`config.mk`:
```
export PLATFORM = sky130hd
export DESIGN_NAME = lcd_nibble_tx
export DESIGN_NICKNAME = d
export VERILOG_FILES = /design/src/rtl/lcd_pkg.sv /design/src/rtl/lcd_delay_counter.sv /design/src/rtl/lcd_nibble_tx.sv
export SDC_FILE = /design/constraint.sdc
export NUM_CORES = 1
export LEC_CHECK = 0
export BUFFER_PORTS_ARGS = -buffer_cell sky130_fd_sc_hd__buf_2
export CORE_ASPECT_RATIO = 0.9
export CORE_MARGIN = 2
export CORE_UTILIZATION = 55
export CTS_BUF_LIST = sky130_fd_sc_hd__clkbuf_16
export CTS_CLUSTER_DIAMETER = 40
export DETAILED_ROUTE_END_ITERATION = 12
export PLACE_DENSITY = 0.74
export SYNTH_ARGS = -nofsm -noshare
export SYNTH_HDL_FRONTEND = slang
export SYNTH_SLANG_ARGS = --single-unit
export TNS_END_PERCENT = 5
```
`constraint.sdc`:
```
create_clock -name clk -period 6.8 [get_ports clk]
set_input_delay 0.34 -clock clk [delete_from_list [all_inputs] [get_ports clk]]
set_output_delay 0.34 -clock clk [all_outputs]
set_load 0.005 [all_outputs]
```
`src/rtl/lcd_pkg.sv`:
```
// ---------------------------------------------------------------------------
// lcd_pkg
//   Shared definitions for the HD44780-style 4-bit LCD interface:
//   - transmitter state encoding
//   - common command bytes used by the init sequencer and DDRAM writers
//   - default controller timing (cycles at 50 MHz)
//   - helpers used to pick the post-byte execution wait and size counters
// ---------------------------------------------------------------------------
package lcd_pkg;

    typedef enum logic [2:0] {
        ST_IDLE   = 3'd0,
        ST_SET_H  = 3'd1,
        ST_EN_H   = 3'd2,
        ST_HOLD_H = 3'd3,
        ST_SET_L  = 3'd4,
        ST_EN_L   = 3'd5,
        ST_HOLD_L = 3'd6,
        ST_WAIT   = 3'd7
    } lcd_state_e;

    // Controller command bytes.
    localparam logic [7:0] LCD_CLEAR = 8'h01;
    localparam logic [7:0] LCD_HOME  = 8'h02;
    localparam logic [7:0] LCD_DDRAM = 8'h80;
    localparam logic [6:0] LCD_LINE2 = 7'h40;
    localparam logic [7:0] LCD_FUNC4 = 8'h28;

    // Default timing in clk cycles (50 MHz).
    localparam int T_SETUP_DEF = 2;
    localparam int T_EPW_DEF   = 25;
    localparam int T_HOLD_DEF  = 2;
    localparam int T_CMD_DEF   = 2000;   // ~40 us
    localparam int T_CLEAR_DEF = 82000;  // ~1.64 ms

    // Clear (0x01) and return-home (0x02/0x03) need the long execution wait.
    // 0x00 is not a real command and takes the normal wait.
    function automatic logic needs_long_wait(input logic       rs,
                                             input logic       nib,
                                             input logic [7:0] data);
        return !rs && !nib && (data[7:2] == 6'd0) && (data != 8'h00);
    endfunction

    function automatic int max3(input int a, input int b, input int c);
        int m;
        m = a;
        if (b > m) m = b;
        if (c > m) m = c;
        return m;
    endfunction

endpackage

```
`src/rtl/lcd_delay_counter.sv`:
```
// ---------------------------------------------------------------------------
// lcd_delay_counter
//   Loadable down-counter with terminal-count flag. Loading N-1 on entry to a
//   timed state gives exactly N cycles before zero is seen.
//
// Ports:
//   clk       in   clock
//   reset     in   synchronous active-high reset (count -> 0)
//   load      in   load load_val this cycle (takes priority over decrement)
//   load_val  in   value loaded
//   zero      out  count is 0 (terminal count)
// ---------------------------------------------------------------------------
module lcd_delay_counter #(
    parameter int WIDTH = 8
) (
    input  logic             clk,
    input  logic             reset,
    input  logic             load,
    input  logic [WIDTH-1:0] load_val,
    output logic             zero
);

    logic [WIDTH-1:0] count;

    always_ff @(posedge clk) begin
        if (reset) begin
            count <= '0;
        end else if (load) begin
            count <= load_val;
        end else if (count != '0) begin
            count <= count - 1'b1;
        end
    end

    assign zero = (count == '0);

endmodule

```
`src/rtl/lcd_nibble_tx.sv`:
```
// ---------------------------------------------------------------------------
// lcd_nibble_tx
//   Physical-layer transmitter for an HD44780-style LCD in 4-bit mode. Takes
//   one byte per valid/ready handshake and sends it as two nibbles (or just
//   the high nibble when req_nib=1), each framed by setup / enable / hold
//   timing, followed by the controller execution wait.
//
// Ports:
//   clk        in   clock (rising edge)
//   reset      in   synchronous active-high reset
//   req_valid  in   request present, req_* stable until accepted
//   req_ready  out  idle, request accepted when req_valid & req_ready
//   req_rs     in   0 = command, 1 = data
//   req_nib    in   send only req_data[7:4]
//   req_data   in   byte to send
//   done       out  one-cycle pulse when a transfer and its wait complete
//   rs         out  LCD register select
//   rw         out  LCD read/write, always write (0)
//   e          out  LCD enable
//   lcd_data   out  LCD D7..D4
//
// State   | Meaning
// --------+--------------------------------------------------------------
// IDLE    | req_ready=1, waiting for a request
// SET_H   | high nibble on bus, setup before e rises (T_SETUP)
// EN_H    | e high for high nibble (T_EPW)
// HOLD_H  | e low, high nibble held (T_HOLD)
// SET_L   | low nibble on bus, setup before e rises (T_SETUP)
// EN_L    | e high for low nibble (T_EPW)
// HOLD_L  | e low, low nibble held (T_HOLD)
// WAIT    | controller execution time (T_CMD or T_CLEAR)
// ---------------------------------------------------------------------------
module lcd_nibble_tx
    import lcd_pkg::*;
#(
    parameter int T_SETUP = T_SETUP_DEF,
    parameter int T_EPW   = T_EPW_DEF,
    parameter int T_HOLD  = T_HOLD_DEF,
    parameter int T_CMD   = T_CMD_DEF,
    parameter int T_CLEAR = T_CLEAR_DEF
) (
    input  logic       clk,
    input  logic       reset,
    input  logic       req_valid,
    output logic       req_ready,
    input  logic       req_rs,
    input  logic       req_nib,
    input  logic [7:0] req_data,
    output logic       done,
    output logic       rs,
    output logic       rw,
    output logic       e,
    output logic [3:0] lcd_data
);

    localparam int CW = $clog2(max3(T_CLEAR, T_CMD, T_EPW)) + 1;

    localparam logic [CW-1:0] LD_SETUP = CW'(T_SETUP - 1);
    localparam logic [CW-1:0] LD_EPW   = CW'(T_EPW - 1);
    localparam logic [CW-1:0] LD_HOLD  = CW'(T_HOLD - 1);
    localparam logic [CW-1:0] LD_CMD   = CW'(T_CMD - 1);
    localparam logic [CW-1:0] LD_CLEAR = CW'(T_CLEAR - 1);

    localparam logic [2:0] S_IDLE   = ST_IDLE;
    localparam logic [2:0] S_SET_H  = ST_SET_H;
    localparam logic [2:0] S_EN_H   = ST_EN_H;
    localparam logic [2:0] S_HOLD_H = ST_HOLD_H;
    localparam logic [2:0] S_SET_L  = ST_SET_L;
    localparam logic [2:0] S_EN_L   = ST_EN_L;
    localparam logic [2:0] S_HOLD_L = ST_HOLD_L;
    localparam logic [2:0] S_WAIT   = ST_WAIT;

    logic [2:0]    state;
    logic [2:0]    state_next;
    logic          nib_q;
    logic [7:0]    data_q;
    logic          accept;
    logic          tmr_zero;
    logic          tmr_load;
    logic [CW-1:0] tmr_val;
    logic [CW-1:0] wait_val;

    assign rw     = 1'b0;
    assign accept = req_valid && req_ready;

    // rs already holds the latched request select for the whole transfer.
    assign wait_val = needs_long_wait(rs, nib_q, data_q) ? LD_CLEAR : LD_CMD;

    // Every timed state exits to a different state, so a state change is
    // exactly the cycle the timer must be reloaded for the next state.
    always_comb begin
        state_next = state;
        tmr_val    = '0;
        case (state)
            S_IDLE: begin
                if (accept) begin
                    state_next = S_SET_H;
                    tmr_val    = LD_SETUP;
                end
            end
            S_SET_H: begin
                if (tmr_zero) begin
                    state_next = S_EN_H;
                    tmr_val    = LD_EPW;
                end
            end
            S_EN_H: begin
                if (tmr_zero) begin
                    state_next = S_HOLD_H;
                    tmr_val    = LD_HOLD;
                end
            end
            S_HOLD_H: begin
                if (tmr_zero) begin
                    if (nib_q) begin
                        state_next = S_WAIT;
                        tmr_val    = wait_val;
                    end else begin
                        state_next = S_SET_L;
                        tmr_val    = LD_SETUP;
                    end
                end
            end
            S_SET_L: begin
                if (tmr_zero) begin
                    state_next = S_EN_L;
                    tmr_val    = LD_EPW;
                end
            end
            S_EN_L: begin
                if (tmr_zero) begin
                    state_next = S_HOLD_L;
                    tmr_val    = LD_HOLD;
                end
            end
            S_HOLD_L: begin
                if (tmr_zero) begin
                    state_next = S_WAIT;
                    tmr_val    = wait_val;
                end
            end
            S_WAIT: begin
                if (tmr_zero) begin
                    state_next = S_IDLE;
                end
            end
            default: begin
                state_next = S_IDLE;
            end
        endcase
    end

    assign tmr_load = (state_next != state);

    lcd_delay_counter #(
        .WIDTH (CW)
    ) u_delay (
        .clk      (clk),
        .reset    (reset),
        .load     (tmr_load),
        .load_val (tmr_val),
        .zero     (tmr_zero)
    );

    // Outputs are updated only on state transitions so that rs/lcd_data
    // change only while e is low and e-high runs are exactly one EN state.
    always_ff @(posedge clk) begin
        if (reset) begin
            state     <= S_IDLE;
            req_ready <= 1'b0;
            done      <= 1'b0;
            rs        <= 1'b0;
            e         <= 1'b0;
            lcd_data  <= 4'h0;
            nib_q     <= 1'b0;
            data_q    <= 8'h00;
        end else begin
            state <= state_next;
            done  <= 1'b0;
            case (state)
                S_IDLE: begin
                    req_ready <= 1'b1;
                    if (accept) begin
                        req_ready <= 1'b0;
                        rs        <= req_rs;
                        nib_q     <= req_nib;
                        data_q    <= req_data;
                        lcd_data  <= req_data[7:4];
                    end
                end
                S_SET_H, S_SET_L: begin
                    if (tmr_zero) e <= 1'b1;
                end
                S_EN_H, S_EN_L: begin
                    if (tmr_zero) e <= 1'b0;
                end
                S_HOLD_H: begin
                    if (tmr_zero && !nib_q) lcd_data <= data_q[3:0];
                end
                S_WAIT: begin
                    if (tmr_zero) begin
                        done      <= 1'b1;
                        req_ready <= 1'b1;
                    end
                end
                default: begin
                    e <= 1'b0;
                end
            endcase
        end
    end

endmodule
```
==> results_dict.tcl <==
set metrics [dict create \
    leakagePower_nw 0.805 \
    critical_path.reg2reg.startpoint "u_delay.count[0]" \
    powerDensity_mw_per_mm2 462 \
    syn_inst 234 \
    rsz0062_at_grt "false" \
    root_buffer "clkbuf_16" \
    yosysSeqAreaShare 0.395 \
    grt_pass1_vias 1438 \
    critPathBufInv 1 \
    wl_um 4480 \
    grt_overflow_total 0 \
    grt_usage 0.242 \
    grt_first_pass_wirelength_um 7310 \
    final_area_mm2 0.00218 \
    post_dp_cell_area_mm2 0.00201 \
    numCtsBuffers 5 \
    yosysUniqueCellTypes 48 \
    cpMostUsedCell "o21ai_0" \
    ant_nets 0 \
    pre_cts_ws_ns 4.27 \
    drt_iter0_drc 201 \
    synth_nets 248 \
    place_inst 282 \
    hold_viol_final 0 \
    drv_slew 0 \
    cts.path.max_buffers 2 \
    critPathArrivalTime_ns 2.76 \
    coreArea_mm2 0.00335 \
    vdd_drop_max_uv 239 \
    synth_top_area_frac 0.395 \
    endpoint_kind "flop" \
    drt-pass1-iter-count 4 \
    drive_gt1_frac 0.146 \
    required_ns 6.93 \
    final_nets 259 \
    r2r_setup_slack_ns 4.17 \
    ios 22 \
    regArea_um2 761 \
    postSynthRegisterBits 38 \
    htree_levels 2 \
    whs_path_depth 3 \
    period_share 0.386 \
    cts.repair.resized 0 \
    clock_sinks 38 \
    synth_ff_type "dfxtp_1" \
    antenna_cells 0 \
    cts.clk_slew.worst_paths_ns 0.06 \
    maxCapViolCount 0 \
    instances_no_fill 290 \
    rr_worst_depth 6 \
    syn_area_mm2 0.00192 \
    post_cts_buffers 0 \
    fmax_mhz 381 \
    multi_input_area_mm2 0.00108 \
    antenna_found_initial 0 \
    fin_util 0.650 \
    areaGrowthSynthToFinish_pct 13.2 \
    fin_ws_ns 4.17 \
    slowest_stage "or3b_2" \
    cts_tree "done" \
    cp_max_fo 16 \
    fin_skew_ns 0.00556 \
    hpwl_um 3040 \
    hold_path.class "in -> reg" \
    num-fill-cells 308 \
    hold_slack_ns 0.302 \
    vias_per_cell 6.01 \
    synth_top_cells_by_area "dfxtp_1, nand2_1, a21oi_1, xnor2_1, or4_1" \
    portBuffers 20 \
    r2r-end "u_delay.count[7]" \
    ys_warn_count 0 \
    post-route-drc-count 0 \
    status "complete, no violations" \
    grt_max_degree 29 \
    slew_headroom 0.514 \
    rows 20 \
    holdPathEnd "nib_q" \
    fin_tns_setup_ns 0 \
    setup_viol 0 \
    crit_family "simple AND/OR/NAND/NOR gates" \
    synth_area_leader_cell "dfxtp_1" \
    num_vias 1743 \
    min_period_ns 2.63 \
    crit_path_max_incr_delay_ns 0.57 \
    die_h_um 60.1 \
    p_total_mw 1.01 \
    cts_hold_buf 0 \
    dieArea_mm2 0.00399 \
    start_util 0.574 \
    cp_cell_sequence "inv_1, ha_1, or3b_2, or3_1, o21ai_0, o21ai_0" \
    synth-async-reset-ratio 0 \
    gp_congestion 0.886 \
    wl_per_cell_um 15.4 \
    die-width_um 66.4 \
    synth_edf_count 0 \
    crit_type "reg -> reg" \
    worstMarginPinSlew_ns 0.725 \
    worst_setup_path_start_kind "flop" \
    synth.avg_cell_area_um2 8.22 \
    hp-start "req_nib" \
    clkLatencyLatePin_ns 0.28 \
]
[per-layer routing]
| layer | track usage | routed length (um) | up-vias |
|---|---|---|---|
| met5 | 0 | 0 | - |
| met4 | 0.0700 | 40 | 0 |
| met3 | 0.0584 | 268 | 5 |
| met2 | 0.324 | 1890 | 55 |
| met1 | 0.378 | 2280 | 793 |
| li1 | - | - | 890 |
[area by class of cell]
class / instances / share of cell area
Tap cell: 44 / 0.0253
Clock inverter: 3 / 0.0184
Sequential cell: 38 / 0.349
Timing Repair Buffer: 20 / 0.0460
Inverter: 5 / 0.00862
Multi-Input combinational cell: 175 / 0.495
Clock buffer: 5 / 0.0574
[registers in the layout, indices dropped and copies added (netlist names)]
register,count
lcd_data,4
e,1
u_delay.count,18
state,3
data_q,8
req_ready,1
done,1
rs,1
nib_q,1
[cell usage in the layout (no fill, tap or decap), drive strengths merged, types with 5 or more instances in the layout]
| cell type | instances |
|---|---|
| or4 | 8 |
| xnor2 | 8 |
| o31ai | 7 |
| nor4 | 8 |
| nand3 | 5 |
| buf | 20 |
| nor3 | 12 |
| a21oi | 20 |
| dfxtp | 38 |
| nor2 | 8 |
| nand2 | 33 |
| clkbuf | 5 |
| o21ai | 12 |
[synthesized netlist by cell type (all sizes together) (3+ instances only)]
cell and number:
nand2 33, dfxtp 38, nand3 5, a211o 3
nand2b 3, inv 4, a21oi 20, or4 8
or3 4, o21ai 12, nor4 8, mux2i 4
clkbuf 12, nor3 12, buf 4, a31oi 3
nor2 8, nand3b 3, mux2 4, xnor2 8
o31ai 7
[report_power, final]
group          switching, mW  internal, mW  total, mW
sequential            0.0572         0.272      0.329
clock                 0.0870         0.171      0.258
combinational          0.269         0.149      0.418
[worst max path at each step]
| stage | endpoint | slack (ns) | depth (start not counted) | start |
|---|---|---|---|---|
| final | u_delay.count[7] | 4.17 | 6 | u_delay.count[0] |
| after global routing | u_delay.count[7] | 4.03 | 6 | u_delay.count[0] |
| after global placement | state[0] | 4.32 | 6 | u_delay.count[0] |
| after detailed placement | state[0] | 4.27 | 6 | u_delay.count[0] |
| after CTS | u_delay.count[7] | 4.22 | 6 | u_delay.count[0] |
| after floorplan | state[0] | 4.46 | 8 | u_delay.count[0] |
[worst reg2reg max path, stage by stage (launching register included)]
cell and delay, ns:
dfxtp_1 0.35, inv_1 0.07, ha_1 0.20, or3b_2 0.57, or3_1 0.56, o21ai_0 0.54, o21ai_0 0.19
[cells by family (layout without fill, tap and decap cells)]
logic type | Yosys count | count (layout) | synth area share
AND/OR/NAND/NOR | 95 | 95 | 0.263
AO/OA/AOI/OAI | 61 | 61 | 0.204
flip-flops | 38 | 38 | 0.395
buffers and inverters | 21 | 33 | 0.0442
XOR/XNOR | 9 | 9 | 0.0410
multiplexers | 8 | 8 | 0.0442
adder cells (fa/ha/maj) | 1 | 1 | 0.00650
other | 1 | 1 | 0.00195
Note: power is estimated with default switching activity, not from simulation.
